$ cat config.mk
export PLATFORM = sky130hd
export DESIGN_NAME = pc_sequencer
export DESIGN_NICKNAME = d
export VERILOG_FILES = /design/src/rtl/pc_sequencer.sv
export SDC_FILE = /design/constraint.sdc
export NUM_CORES = 1
export LEC_CHECK = 0
export BUFFER_PORTS_ARGS = -buffer_cell sky130_fd_sc_hd__buf_4
export CAP_MARGIN = 0
export CORE_MARGIN = 5
export CORE_UTILIZATION = 30
export CTS_CLUSTER_DIAMETER = 100
export DETAILED_ROUTE_END_ITERATION = 16
export PLACE_DENSITY_LB_ADDON = 0.2
export SYNTH_ARGS = -nofsm -noshare
export SYNTH_HDL_FRONTEND = slang
export SYNTH_SLANG_ARGS = --single-unit
$ cat constraint.sdc
create_clock -name clk -period 4.1 [get_ports clk]
set_input_delay 0.82 -clock clk [delete_from_list [all_inputs] [get_ports clk]]
set_output_delay 0.82 -clock clk [all_outputs]
set_load 0.02 [all_outputs]
$ cat src/rtl/pc_sequencer.sv
// Program-counter source unit: resolves branch/jump conditions, owns the PC and EPC,
// and sequences the IF/ID flush that follows every redirect.
module pc_sequencer #(
    parameter int                ADDR_W       = 32,
    parameter logic [ADDR_W-1:0] RESET_VECTOR = '0,
    parameter logic [ADDR_W-1:0] EXC_VECTOR   = ADDR_W'('h180),
    parameter int                FLUSH_CYCLES = 1
) (
    input  logic              clk,
    input  logic              rst_n,
    input  logic              stall,
    input  logic [2:0]        pc_source,
    input  logic              zero_flag,
    input  logic              neg_flag,
    input  logic [ADDR_W-1:0] branch_offset,
    input  logic [ADDR_W-1:0] jump_target,
    input  logic [ADDR_W-1:0] reg_target,
    input  logic              exception,
    input  logic              eret,
    output logic [ADDR_W-1:0] pc_out,
    output logic [ADDR_W-1:0] pc_plus4,
    output logic [ADDR_W-1:0] epc,
    output logic              branch_taken,
    output logic              flush,
    output logic              misaligned
);

    typedef enum logic {
        ST_RUN   = 1'b0,
        ST_FLUSH = 1'b1
    } state_t;

    localparam logic [2:0] SRC_SEQ  = 3'b000;
    localparam logic [2:0] SRC_BEQ  = 3'b001;
    localparam logic [2:0] SRC_BNE  = 3'b010;
    localparam logic [2:0] SRC_BLEZ = 3'b011;
    localparam logic [2:0] SRC_BGTZ = 3'b100;
    localparam logic [2:0] SRC_J    = 3'b101;
    localparam logic [2:0] SRC_JR   = 3'b110;

    localparam int         RELOAD_I   = (FLUSH_CYCLES > 0) ? FLUSH_CYCLES - 1 : 0;
    localparam logic [2:0] CNT_RELOAD = 3'(RELOAD_I);
    localparam bit         HAS_FLUSH  = (FLUSH_CYCLES > 0);

    state_t            r_state, w_state_next;
    logic [2:0]        r_cnt, w_cnt_next;
    logic [ADDR_W-1:0] r_pc, w_pc_next;
    logic [ADDR_W-1:0] r_epc, w_epc_next;
    logic              r_bt, w_bt_next;
    logic              r_mis, w_mis_next;

    logic [ADDR_W-1:0] w_pc_plus4;
    logic [ADDR_W-1:0] w_target;
    logic              w_taken;
    logic              w_jr_mis;
    logic              w_redirect;

    assign w_pc_plus4 = r_pc + ADDR_W'(4);
    assign w_jr_mis   = (pc_source == SRC_JR) && (reg_target[1:0] != 2'b00);

    always_comb begin
        w_taken = 1'b0;
        case (pc_source)
            SRC_BEQ:  w_taken = zero_flag;
            SRC_BNE:  w_taken = !zero_flag;
            SRC_BLEZ: w_taken = zero_flag | neg_flag;
            SRC_BGTZ: w_taken = !zero_flag & !neg_flag;
            SRC_J:    w_taken = 1'b1;
            SRC_JR:   w_taken = 1'b1;
            default:  w_taken = 1'b0;   // seq and reserved encoding
        endcase
    end

    always_comb begin
        w_target = w_pc_plus4 + branch_offset;
        case (pc_source)
            SRC_J:   w_target = jump_target;
            SRC_JR:  w_target = reg_target;
            default: w_target = w_pc_plus4 + branch_offset;
        endcase
    end

    // Redirect priority: exception > eret > misaligned jr > taken redirect > sequential.
    // Exceptions bypass stall; everything else waits for an unstalled cycle.
    always_comb begin
        w_state_next = r_state;
        w_cnt_next   = r_cnt;
        w_pc_next    = r_pc;
        w_epc_next   = r_epc;
        w_bt_next    = 1'b0;
        w_mis_next   = 1'b0;
        w_redirect   = 1'b0;

        if (exception) begin
            w_epc_next = r_pc;
            w_pc_next  = EXC_VECTOR;
            w_redirect = 1'b1;
        end else if (!stall) begin
            if (eret) begin
                w_pc_next  = r_epc;
                w_redirect = 1'b1;
            end else if (r_state == ST_RUN && w_jr_mis) begin
                w_epc_next = r_pc;
                w_pc_next  = EXC_VECTOR;
                w_mis_next = 1'b1;
                w_redirect = 1'b1;
            end else if (r_state == ST_RUN && w_taken) begin
                w_pc_next  = w_target;
                w_bt_next  = 1'b1;
                w_redirect = 1'b1;
            end else begin
                w_pc_next = w_pc_plus4;
                if (r_state == ST_FLUSH) begin
                    if (r_cnt == 3'd0) begin
                        w_state_next = ST_RUN;
                    end else begin
                        w_cnt_next = r_cnt - 3'd1;
                    end
                end
            end
        end

        if (w_redirect && HAS_FLUSH) begin
            w_state_next = ST_FLUSH;
            w_cnt_next   = CNT_RELOAD;
        end
    end

    always_ff @(posedge clk or negedge rst_n) begin
        if (!rst_n) begin
            r_state <= ST_RUN;
            r_cnt   <= 3'd0;
            r_pc    <= RESET_VECTOR;
            r_epc   <= '0;
            r_bt    <= 1'b0;
            r_mis   <= 1'b0;
        end else begin
            r_state <= w_state_next;
            r_cnt   <= w_cnt_next;
            r_pc    <= w_pc_next;
            r_epc   <= w_epc_next;
            r_bt    <= w_bt_next;
            r_mis   <= w_mis_next;
        end
    end

    assign pc_out       = r_pc;
    assign pc_plus4     = w_pc_plus4;
    assign epc          = r_epc;
    assign branch_taken = r_bt;
    assign flush        = (r_state == ST_FLUSH);
    assign misaligned   = r_mis;

    // Unused encoding constant kept next to its siblings for readability of the case tables.
    logic w_unused_seq;
    assign w_unused_seq = (pc_source == SRC_SEQ);

endmodule

# [Word-level counts from Yosys, hierarchy flattened]
# Cells that the tools add are included.
[totals] n_memories=0 word_cells=79 reg_bits=70 out_inout_bits=99 latch_bits=0 romBits=0 ramBits=0
[classes] eq_ne=14 add_sub_neg=3 n_bitwise=3 n_div=0 mux=40 n_lt_le_gt_ge=0 n_shift=0 reduce_logical=13 mul=0
[ops] cell="$mux 32" n=9
[ops] cell="$pmux 32 s2" n=1
[ops] cell="$add 32x3->32 const B" n=1
[ops] cell="$add 32x32->32" n=1
[ops] cell="$mux 3" n=8
[ops] cell="$mux 1" n=21
[ops] cell="$eq 3x3->1 const B" n=3
[ops] cell="$ne 2x1->1 const B" n=4
[ops] cell="$ne 2x2->1 const B" n=4
[ops] cell="$reduce_and 7->1" n=1
[ops] cell="$eq 3x2->1 const B" n=2
[ops] cell="$reduce_bool 2->1" n=3
[ops] cell="$pmux 1 s5" n=1
[ops] cell="$reduce_and 5->1" n=1
[ops] cell="$eq 3x1->1 const B" n=1
[ops] cell="$logic_and 1x1->1" n=3
[ops] cell="$logic_not 3->1" n=1
[ops] cell="$reduce_and 3->1" n=1
[ops] cell="$sub 3x1->3 const B" n=1
[ops] cell="$logic_not 1->1" n=2
[ops] cell="$reduce_or 2->1" n=1
[ops] cell="$and 1x1->1" n=1
[ops] cell="$not 1->1" n=1
[ops] cell="$or 1x1->1" n=1

# [Longest topological paths before layout]
# Gate-level depths: netlist of run 1.
[logic_depth] ltp_word=11 depth_mapped=15 mapped_depth_nobuf=14

# [Worst setup path after synthesis of run 1]
# Ideal clock, no wire load.
[synth_path] path_kind="register to register" startpoint="register r_pc[3], in the netlist pc_out[3]" endpoint="register r_pc[31], in the netlist pc_out[31]" setup_ps=95 path_stages_with_launch=16 required_ps=4005 path_slack_ps=263 t_arrival_ps=3742 synth_period_minus_slack_ps=3837 cell_sequence="dfrtp_1 ha_1 and3_1 and2_1 nand3_1 xnor2_1 ha_1 buf_2 a211oi_1 o211ai_1 a21oi_1 o21ai_0 o31ai_1 nor2b_1 o2111a_1 o31ai_1"
[synth_between] elab_chain_len=8
[synth_rtl] element="start: declaration" line_no="47" text="logic [ADDR_W-1:0] r_pc, w_pc_next;"
[synth_rtl] element="start signal: assignment" line_no="140" text="r_pc <= w_pc_next;"
[synth_rtl] element="$add 32x3->32" line_no="58" text="assign w_pc_plus4 = r_pc + ADDR_W'(4);"
[synth_rtl] element="net pc_plus4[16]" line_no="21" text="output logic [ADDR_W-1:0] pc_plus4,"
[synth_rtl] element="$add 32x32->32" line_no="79" text="default: w_target = w_pc_plus4 + branch_offset;"
[synth_rtl] element="$pmux 32 s2" line_no="76" text="case (pc_source)"
[synth_rtl] element="$mux 32" line_no="107" text="end else if (r_state == ST_RUN && w_taken) begin"
[synth_rtl] element="$mux 32" line_no="102" text="end else if (r_state == ST_RUN && w_jr_mis) begin"
[synth_rtl] element="$mux 32" line_no="99" text="if (eret) begin"
[synth_rtl] element="$mux 32" line_no="98" text="end else if (!stall) begin"
[synth_rtl] element="$mux 32" line_no="94" text="if (exception) begin"
# The timed path passes the listed nets, and every way through them passes these cells. The select of a mux whose other input is x is not followed.
# A chain may end at the register's enable or synchronous reset.

# [Worst setup path after layout of run 1]
[layout_path] startpoint="register r_pc[7], in the netlist pc_out[7]" endpoint="register r_pc[31], in the netlist pc_out[31]"
[layout_between] elab_chain_len=8
[layout_rtl] element="$add 32x3->32 (*)" line_no="58"
[layout_rtl] element="$add 32x32->32" line_no="79"
[layout_rtl] element="$pmux 32 s2" line_no="76"
[layout_rtl] element="$mux 32 (*)" line_no="107"
[layout_rtl] element="$mux 32 (*)" line_no="102"
[layout_rtl] element="$mux 32 (*)" line_no="99"
[layout_rtl] element="$mux 32 (*)" line_no="98"
[layout_rtl] element="$mux 32 (*)" line_no="94"
# Mark *: on every way between the ends. The rest lies on a longest branch, timed or not. The select of a mux whose other input is x is not followed.

==> results of run 1 <==
worst reg2reg max path, stage by stage (launching register included):
cell and delay [ps]:
dfrtp_1 520, and4_1 250, nand2_2 150, inv_1 180
nand2_1 80, xnor2_1 490, ha_1 400, and4_1 280
and3_1 210, a22oi_1 140, a21oi_1 120, o31ai_1 380
nor2b_1 110, o2111a_1 250, o31ai_1 220
placed cells by master (no fill, tap or decap), types with 4 or more instances in the layout:
cell type  instances
and3_1            10
a221oi_1          15
buf_4            227
a222oi_1           6
a211oi_1           8
nor4_1             4
nor3_1            15
a22oi_1           29
inv_1             19
ha_1              39
mux2_2            26
o211ai_1          10
or3_1              5
nand3_1           20
o21ai_0           56
nor2_1            53
nand4_1            9
a21o_1            11
o22ai_1            6
and4_1             6
clkbuf_16          9
a221o_1            4
a21oi_1           68
and2_1             7
xor2_1            16
xnor2_1           33
nand2_1           54
dfrtp_1           70
final cells by class:
| class | instances | area, sq um |
|---|---|---|
| timing repair buffer | 228 | 1720 |
| tap | 270 | 338 |
| sequential | 70 | 1750 |
| clock inverter | 4 | 76.3 |
| clock buffer | 12 | 267 |
| inverter | 19 | 71.3 |
| fill | 2116 | 11700 |
| multi-input combinational | 584 | 4120 |
cell families (layout without fill, tap and decap cells):
logic type / Yosys count / count (layout) / synth area share
AND/OR/NAND/NOR: 207 / 207 / 0.176
adder cells (fa/ha/maj): 40 / 40 / 0.0838
flip-flops: 70 / 70 / 0.289
XOR/XNOR: 52 / 52 / 0.0774
multiplexers: 29 / 29 / 0.0532
buffers and inverters: 58 / 263 / 0.0382
AO/OA/AOI/OAI: 256 / 256 / 0.283
registers in the layout (all words and copies together), names as in the netlist:
| register | cells |
|---|---|
| pc_out | 32 |
| flush | 1 |
| branch_taken | 1 |
| r_cnt | 3 |
| misaligned | 1 |
| epc | 32 |
what timing repair did:
item	CTS	global route
setup endpoints to repair	0	1
endpoints found under the hold margin	0	0
gates resized for setup	0	3
cells in the mapped netlist, types with 3 or more instances:
master and instances:
clkbuf_1 28, dfrtp_1 70, nand3_1 20, xnor2_1 35
mux2i_1 3, nand2_1 54, a221o_1 4, o21ai_0 56
buf_2 5, a221oi_1 15, nor2_1 55, or3_1 5
a22oi_1 29, a21oi_1 68, o211ai_1 10, a211oi_1 9
xor2_1 16, ha_1 39, nor3_1 15, and3_1 10
nor4_1 4, nand4_1 9, a21o_1 11, and4_1 6
nor2b_1 5, a31oi_1 3, inv_1 19, a222oi_1 6
nand2b_1 3, o21a_1 3, mux2_2 26, a22o_1 3
buf_1 4, o22ai_1 6, o211a_1 3, and2_1 7
final timing paths:
kind | start | endpoint | depth (start not counted)
worst max-delay path | pc_out[7] | pc_out[31] | 14
worst min-delay path | r_cnt[2] | r_cnt[2] | 1
worst max register to register | pc_out[7] | pc_out[31] | 14
worst min register to register | r_cnt[2] | r_cnt[2] | 1
max in group asynchronous | rst_n | pc_out[14] | 1
min in group asynchronous | rst_n | branch_taken | 1
metrics by stage:
stage / instances / setup WS [ps] / hold slack (ps) / total power, uW
after detailed placement: 1171 / 279 / 465 / 2270
final: 1187 / 217 / 473 / 3200
after CTS: 1187 / 241 / 474 / 3210
after global routing: 1187 / 6.11 / 501 / 3380
after floorplan: 712 / 263 / 438 / 1710
after global placement: 1171 / 272 / 459 / 2270
per-layer routing:
| metal | global-route usage | vias up | part of all wire |
|---|---|---|---|
| met5 | 0 | - | 0 |
| met4 | 0.0355 | 0 | 0.0095 |
| met3 | 0.0554 | 17 | 0.071 |
| met2 | 0.339 | 238 | 0.46 |
| met1 | 0.282 | 3081 | 0.46 |
| li1 | - | 3093 | - |
power by group:
group | leakage [uW] | internal, uW | switching, uW
clock network | 0.000165 | 585 | 338
logic | 0.00279 | 587 | 787
registers | 0.000896 | 781 | 119
==> metrics.txt, run 1 <==
syn_nets=858; Netlist cell types=73; CP max FO=8; Die Ht=152 microns; # hold bufs at CTS=0; critical path data required time=4360 ps; Root Driver=clkbuf_16; Seq/Total Area, Yosys=0.289; final core area utilization=0.416; Ys Warns=0; initial core utilization=0.303; share of synthesized flip-flops with an asynchronous set or reset=1.00; Power Density=383 nW/um^2; Max transition margin=0.350; die area=23,200 sq um; routed len/inst=20.7 microns; number of clock sinks=70; CP peak stage delay=520 ps; min cycle time layout=3880 ps; DRT Pass-1 Iters=5; # rows=52; Mapped Cells=712; vias per cell=5.42; share of cells above drive strength 1=0.318; port bufs=204; CP max stage cell=dfrtp_1; clk buf depth=2; RD Place Congestion=0.903; Worst Path Arrival=4140 ps; Finished Cell Area=8340 sq um; outcome=finished clean; vias in the first global route=6,486; CTS tree=built; worst-margin pin slew=970 ps; Top Family by Delay on Critical Path=compound AO/OA/AOI/OAI gates; post-route ant nets=0; RSZ-0062 raised after global routing=false; kind of critical path=flop to flop; Hold WC Path Type=flop to flop; largest area contributor in the synthesized netlist=dfrtp_1; synthesized flop and latch total=70; skew final=8.60 ps; Crit path buffers/inverters=1; Die Wd=152 microns; Vias=6,429; clk slew on worst S/H paths=60 ps; Core Region=20,000 sq um; final net count=1,058; Max H-tree Level=3; antenna violations before repair=0; clk_lat worst skew=350 ps; Critical Path Sink Type=flop; DRC errors left=0; worst-path cell chain=and4_1 -> nand2_2 -> inv_1 -> nand2_1 -> xnor2_1 -> ha_1 -> and4_1 -> and3_1 -> a22oi_1 -> a21oi_1 -> o31ai_1 -> nor2b_1 -> o2111a_1 -> o31ai_1; HPWL Detailed=18,900 microns; Final Cycle Share=0.947; top_reg_cell synth=dfrtp_1; Num CTS Buffers=9; Setup crit start kind=flop; area post-placement=7980 sq um; grt ovf=0; overall routing resource usage=0.208; Final Routed Wirelength=24,600 microns; Post-Syn Area per Cell=8.52 sq um; DR iter-0 viols=341; first-pass GRT wire length=38,400 microns; Synth top area share=0.289; Max Cap Violations=0; Leakage=0.00385 uW; setup TNS=0 ps; Final Max Tran Viols=0; final hold vios=0; Area Growth Syn to Fin=37.6%; EDFF count, synth=0; Setup Buffers After CTS=0; Area contributors post-synth=dfrtp_1 (29%), ha_1 (8.0%), a21oi_1 (5.6%); Max Fclk=258 MHz; R2R setup slack=220 ps; Max VDD drop=0.000191 V; I/O pins=205; post-synthesis instance area=6060 sq um; Final setup viols=0; pin count of the biggest net entering global routing=71; antenna fix cells=0
No activity file was read; power rests on OpenSTA's default activity.
==> inputs of run 2 (changes only) <==
--- a/config.mk
+++ b/config.mk
@@ -5,13 +5,15 @@
 export SDC_FILE = /design/constraint.sdc
 export NUM_CORES = 1
 export LEC_CHECK = 0
+export ABC_AREA = 1
 export BUFFER_PORTS_ARGS = -buffer_cell sky130_fd_sc_hd__buf_4
 export CAP_MARGIN = 0
 export CORE_MARGIN = 5
 export CORE_UTILIZATION = 30
-export CTS_CLUSTER_DIAMETER = 100
+export CTS_CLUSTER_DIAMETER = 200
 export DETAILED_ROUTE_END_ITERATION = 16
 export PLACE_DENSITY_LB_ADDON = 0.2
+export SETUP_SLACK_MARGIN = 0.1
 export SYNTH_ARGS = -nofsm -noshare
 export SYNTH_HDL_FRONTEND = slang
 export SYNTH_SLANG_ARGS = --single-unit
==> run 2 against run 1 <==
Effect of this change:
- via count rose by 27%
- maximum frequency rose by 7.3%
- synthesized cell count rose by 63%
- global-route usage rose by 1.6 points
==> metrics.txt, run 2 <==
outcome=finished clean; port bufs=204 (unchanged); CP max FO=6 (-2); Setup crit start kind=flop; antenna violations before repair=0 (unchanged); placed instance count=1,627 (+39%); number of clock sinks=70 (unchanged); Die Ht=162 microns (+6.4%); skew final=8.82 ps (+0.224 ps); Leakage=0.00489 uW (+27%); share of cells above drive strength 1=0.192 (-0.126); routed metal-1 wirelength=12,800 microns (+14%); largest area contributor in the synthesized netlist=dfrtp_1; synthesized flop and latch total=70 (unchanged); worst-margin pin slew=945 ps (-25.0 ps); DR iter-0 viols=568 (+67%); Top Layer Used=met4; routed len/inst=18.3 microns (-12%); # rows=55 (+5.8%); HPWL Detailed=24,600 microns (+30%); Synth top cells by count=nand2_1 (400), inv_1 (164), nor2_1 (115); post-synthesis instance area=6920 sq um (+14%); Num CTS Buffers=9 (unchanged); final hold vios=0 (unchanged); most frequent cells in the layout=nand2_1 (400), buf_4 (215), inv_1 (164); final net count=1,499 (+42%); min cycle time layout=3620 ps (-263 ps); I/O pins=205 (unchanged); vias per cell=4.98 (-8.0%); die area=26,200 sq um (+13%); syn_nets=1,308 (+52%); fin cells=1,642 (+38%); Vias=8,182 (+27%); clk slew on worst S/H paths=60 ps (about the same); Final Routed Wirelength=30,100 microns (+22%); RSZ-0062 raised after global routing=false; top_reg_cell synth=dfrtp_1; Worst Path Arrival=3880 ps (-260 ps); clk buf depth=2 (unchanged); Max H-tree Level=3 (unchanged); kind of critical path=flop to flop; Area Growth Syn to Fin=30.1%; post-route ant nets=0 (unchanged); DRC errors left=0 (unchanged); Max Cap Violations=0 (unchanged); Die Wd=162 microns (+6.4%); vias in the first global route=7,916 (+22%); EDFF count, synth=0 (unchanged); Routed met2 length=13,800 microns (+21%); Max VDD drop=0.000213 V (+11%); RD Place Congestion=0.942 (+4.3%); critical path data required time=4360 ps (about the same); Max transition margin=0.370 (+0.0195); Hold WC Path Type=flop to flop; Critical Path Sink Type=flop; Post-Syn Area per Cell=5.96 sq um (-30%); pin count of the biggest net entering global routing=71 (unchanged); overall routing resource usage=0.224 (+0.0161); Seq/Total Area, Yosys=0.253 (-0.0359); DR WL met3=2740 microns (+58%); antenna fix cells=0 (unchanged); Final setup viols=0 (unchanged); Final Cycle Share=0.883 (-0.0642); Ys Warns=0 (unchanged); clk_lat worst skew=340 ps (about the same); share of synthesized flip-flops with an asynchronous set or reset=1.00 (unchanged); Filler Cell Count=2,533 (+20%); Core Region=22,700 sq um (+13%); setup TNS=0 ps (unchanged); # hold bufs at CTS=0 (unchanged); Setup Buffers After CTS=0 (unchanged); DRT Pass-1 Iters=6 (+1); initial core utilization=0.305 (+0.00233); Final Max Tran Viols=0 (unchanged); Post-CTS Resized=0 (unchanged); Area contributors post-synth=dfrtp_1 (25%), nand2_1 (22%), inv_1 (8.9%); most common cell after layout, fill and taps aside=nand2_1; Synth top area share=0.253 (-0.0359); Mapped Cells=1,162 (+63%); most common cell in the synthesized netlist=nand2_1; Root Driver=clkbuf_16; CTS tree=built; Netlist cell types=43 (-41%); grt ovf=0 (unchanged); Max Fclk=276 MHz (+7.3%); first-pass GRT wire length=45,700 microns (+19%); Power Density=358 nW/um^2 (-6.4%)
run 2: cell types whose count changed in the layout (fill, tap and decap cells not counted), moves of 10 or more:
cell and change:
a22oi_1 -28, inv_1 +145, buf_4 -12, nor2_1 +62, a221oi_1 -13, a21oi_1 +14, a31oi_1 +13, nand2_1 +346
xnor2_1 -29, a21o_1 -10, mux2_2 -21, nand3_1 +63
run 2: worst max-delay path: stages (launching register included):
cell and delay (ps):
dfrtp_1 450, ha_1 270, nand2_1 90, nor2_1 150, nand2_1 110, inv_1 90
nand2_1 60, o21ai_0 310, inv_1 210, ha_1 410, nand2_1 140, nor2_1 320
a21oi_1 130, nand2_1 240, nand2_1 110, nand2_1 70, nand2_1 40, nand3_1 80
nand2_1 110, a21oi_1 140
run 2: metrics by stage:
| step | instance area [sq um] | total power (uW) | setup WS [ps] | hold slack (ps) | util |
|---|---|---|---|---|---|
| floorplan | 6920 | 1840 | 1070 | 452 | - |
| global placement | 8730 | 2510 | 618 | 478 | 0.385 |
| detailed placement | 8730 | 2510 | 618 | 476 | 0.385 |
| CTS | 9010 | 3260 | 592 | 489 | 0.397 |
| global route | 9010 | 3460 | 151 | 526 | 0.397 |
| finish | 9010 | 3230 | 480 | 488 | 0.397 |
run 2: worst paths after layout:
path | from | endpoint | slack [ps] | cells past startpoint
min in group asynchronous | rst_n | epc[30] | 620 | 1
worst max register to register | pc_out[3] | pc_out[30] | 480 | 19
worst max-delay path | pc_out[3] | pc_out[30] | 480 | 19
worst min-delay path | r_cnt[1] | r_cnt[1] | 490 | 2
worst min register to register | r_cnt[1] | r_cnt[1] | 490 | 2
max in group asynchronous | rst_n | pc_out[15] | 2850 | 1
run 2: metal layers:
metal	vias up	global-route usage
met5	-	0
met4	0	0.0600
met3	36	0.0548
met2	366	0.374
met1	3711	0.290
li1	4069	-
run 2: cell families (layout without fill, tap and decap cells):
family          after synthesis  after routing  synth area share
compound gates              177            177             0.140
fa+ha+maj                    40             40            0.0734
mux                           5              5           0.00813
buf+inv                     204            399             0.116
xor+xnor                     24             24            0.0304
flops                        70             70             0.253
simple gates                642            642             0.380
run 2: cell type report:
class / instances / area (sq um) / share of cell area
Multi-Input combinational cell: 888 / 4380 / 0.486
Tap cell: 285 / 357 / 0.0396
Clock buffer: 11 / 253 / 0.0281
Timing Repair Buffer: 215 / 1610 / 0.179
Sequential cell: 70 / 1750 / 0.194
Inverter: 169 / 634 / 0.0704
Clock inverter: 4 / 22.5 / 0.00250
run 2: where the power goes:
group / internal (uW) / switching (uW)
logic: 581 / 984
clock network: 436 / 301
registers: 797 / 131
total: 1810 / 1420
==> inputs of run 3 (changes only) <==
--- a/config.mk
+++ b/config.mk
@@ -13,6 +13,7 @@
 export CTS_CLUSTER_DIAMETER = 200
 export DETAILED_ROUTE_END_ITERATION = 16
 export PLACE_DENSITY_LB_ADDON = 0.2
+export REMOVE_ABC_BUFFERS = 1
 export SETUP_SLACK_MARGIN = 0.1
 export SYNTH_ARGS = -nofsm -noshare
 export SYNTH_HDL_FRONTEND = slang
==> run 3 against run 2 <==
Effect of this change:
- sequential power grew 0.4%
- maximum frequency fell by 2.2%
- sequential share of layout area fell by 0.14 points
- worst setup slack got worse by 80 ps
- flip-flop and latch count stayed put
- register-to-register slack worse by 80 ps
- clock skew is essentially flat
- total power rose by 4.3%
- via count fell by 0.15%
- worst hold slack about the same
- clock power grew 19%
- count of clock-buffer cells in the layout is the same
- largest cell class unchanged
==> metrics.txt, run 3 (synthesized netlist as in run 2, its figures left out) <==
Num CTS Buffers=9 (unchanged); post-route ant nets=0 (unchanged); antenna violations before repair=0 (unchanged); skew final=8.92 ps (+0.101 ps); min cycle time layout=3700 ps (+80.0 ps); Leakage=0.00491 uW (+0.50%); Final setup viols=0 (unchanged); final net count=1,499 (unchanged); Hold WC Path Type=flop to flop; Final Max Tran Viols=0 (unchanged); Final Routed Wirelength=30,300 microns (+0.92%); share of cells above drive strength 1=0.194 (+0.00133); Power Density=371 nW/um^2 (+3.6%); port bufs=204 (unchanged); Setup Buffers After CTS=0 (unchanged); HPWL Detailed=24,600 microns (-0.28%); # hold bufs at CTS=0 (unchanged); antenna fix cells=0 (unchanged); Root Driver=clkbuf_16; clk slew on worst S/H paths=60 ps (about the same); Max Cap Violations=0 (unchanged); clk buf depth=2 (unchanged); vias in the first global route=7,939 (+0.29%); pin count of the biggest net entering global routing=71 (unchanged); kind of critical path=flop to flop; initial core utilization=0.305 (unchanged); Core Region=22,700 sq um (unchanged); critical path data required time=4330 ps (-30 ps); Max Fclk=270 MHz (-2.2%); Max VDD drop=0.000180 V (-15%); RD Place Congestion=0.929 (-1.4%); setup ws final=400 ps (-80.0 ps); Die Wd=162 microns (unchanged); final hold vios=0 (unchanged); DRC errors left=0 (unchanged); Max transition margin=0.284 (-0.0859); Vias=8,170 (-0.15%); Max H-tree Level=3 (unchanged); Setup crit start kind=flop; first-pass GRT wire length=45,600 microns (about the same); number of clock sinks=70 (unchanged); most frequent cells in the layout=nand2_1 (400), buf_4 (215), inv_1 (164); Worst Path Arrival=3930 ps (+50 ps); # rows=55 (unchanged); grt ovf=0 (unchanged); I/O pins=205 (unchanged); overall routing resource usage=0.225 (+0.00138); CTS tree=built; outcome=finished clean; CP max FO=6 (unchanged); Area Growth Syn to Fin=31.0%; vias per cell=4.97 (-0.21%); clk_lat worst skew=340 ps (about the same); setup TNS=0 ps (unchanged); DR iter-0 viols=543 (-4.4%); die area=26,200 sq um (unchanged); Critical Path Sink Type=flop; worst-margin pin slew=1070 ps (+128 ps); DP Worst Slack=459 ps (-159 ps); RSZ-0062 raised after global routing=false; DRT Pass-1 Iters=5 (-1); Final Cycle Share=0.902 (+0.0195); routed len/inst=18.5 microns (+0.86%); most common cell after layout, fill and taps aside=nand2_1; Die Ht=162 microns (unchanged)
[run 3: cell count changes in the layout (fill, tap and decap cells not counted)]
cell       before  now
bufinv_16       0    2
clkinv_2        3    1
clkinv_4        0    1
nor3_1         13   12
nor3_2          2    3
o21ai_0        53   52
o21ai_1         3    4
[run 3: through the flow]
stage | std cells | util | hold slack (ps) | cell area, sq um | total power [uW]
2_1_floorplan | 1127 | - | 452 | 6760 | 1830
3_3_place_gp | 1627 | 0.385 | 473 | 8730 | 2500
3_5_place_dp | 1627 | 0.385 | 471 | 8730 | 2500
4_1_cts | 1643 | 0.399 | 485 | 9070 | 3390
5_1_grt | 1643 | 0.400 | 500 | 9070 | 3600
6_report | 1643 | 0.400 | 488 | 9070 | 3370
[run 3: final timing paths]
| check | startpoint | to | slack (ps) | depth (start not counted) |
|---|---|---|---|---|
| setup / recovery | pc_out[3] | pc_out[30] | 400 | 19 |
| hold / removal | r_cnt[1] | r_cnt[1] | 490 | 2 |
| setup reg to reg | pc_out[3] | pc_out[30] | 400 | 19 |
| hold reg to reg | r_cnt[1] | r_cnt[1] | 490 | 2 |
| max in group asynchronous | rst_n | pc_out[12] | 2840 | 1 |
| min in group asynchronous | rst_n | epc[24] | 620 | 1 |
[run 3: critical path: stages, from the launching register on]
cell and delay [ps]:
dfrtp_1 460, ha_1 300, nand2_1 100, nor2_1 220, nand2_1 150, nor2_2 220
xor2_1 410, ha_1 380, nand2_1 120, inv_1 60, a21oi_1 260, inv_1 70
a21oi_1 110, nand2_1 160, nand2_1 170, nand2_1 70, nand2_1 60, nand3_1 70
nand2_1 120, a21oi_1 70
[run 3: layer usage]
layer / GRT usage / wire length [microns] / vias up
met1: 0.296 / 13400 / 3740
met3: 0.0576 / 2540 / 31
met4: 0.0557 / 725 / 0
met2: 0.371 / 13700 / 335
li1: - / - / 4064
met5: 0 / 0 / -
[run 3: layout make-up]
cell class | instances | area [sq um]
timing repair buffer | 215 | 1610
clock buffer | 11 | 253
tap | 285 | 357
inverter | 169 | 634
clock inverter | 5 | 81.3
fill | 2535 | 13600
sequential | 70 | 1750
multi-input combinational | 888 | 4380
[run 3: timing repair]
item	4_1_cts	5_1_grt
gates resized for setup	0	2
endpoints found under the hold margin	0	0
setup endpoints to repair	0	7
[run 3: where the power goes]
part           leakage (uW)  switching [uW]  internal [uW]
logic               0.00387             984            579
registers          0.000883             135            797
clock network      0.000162             309            566
total               0.00491            1430           1940
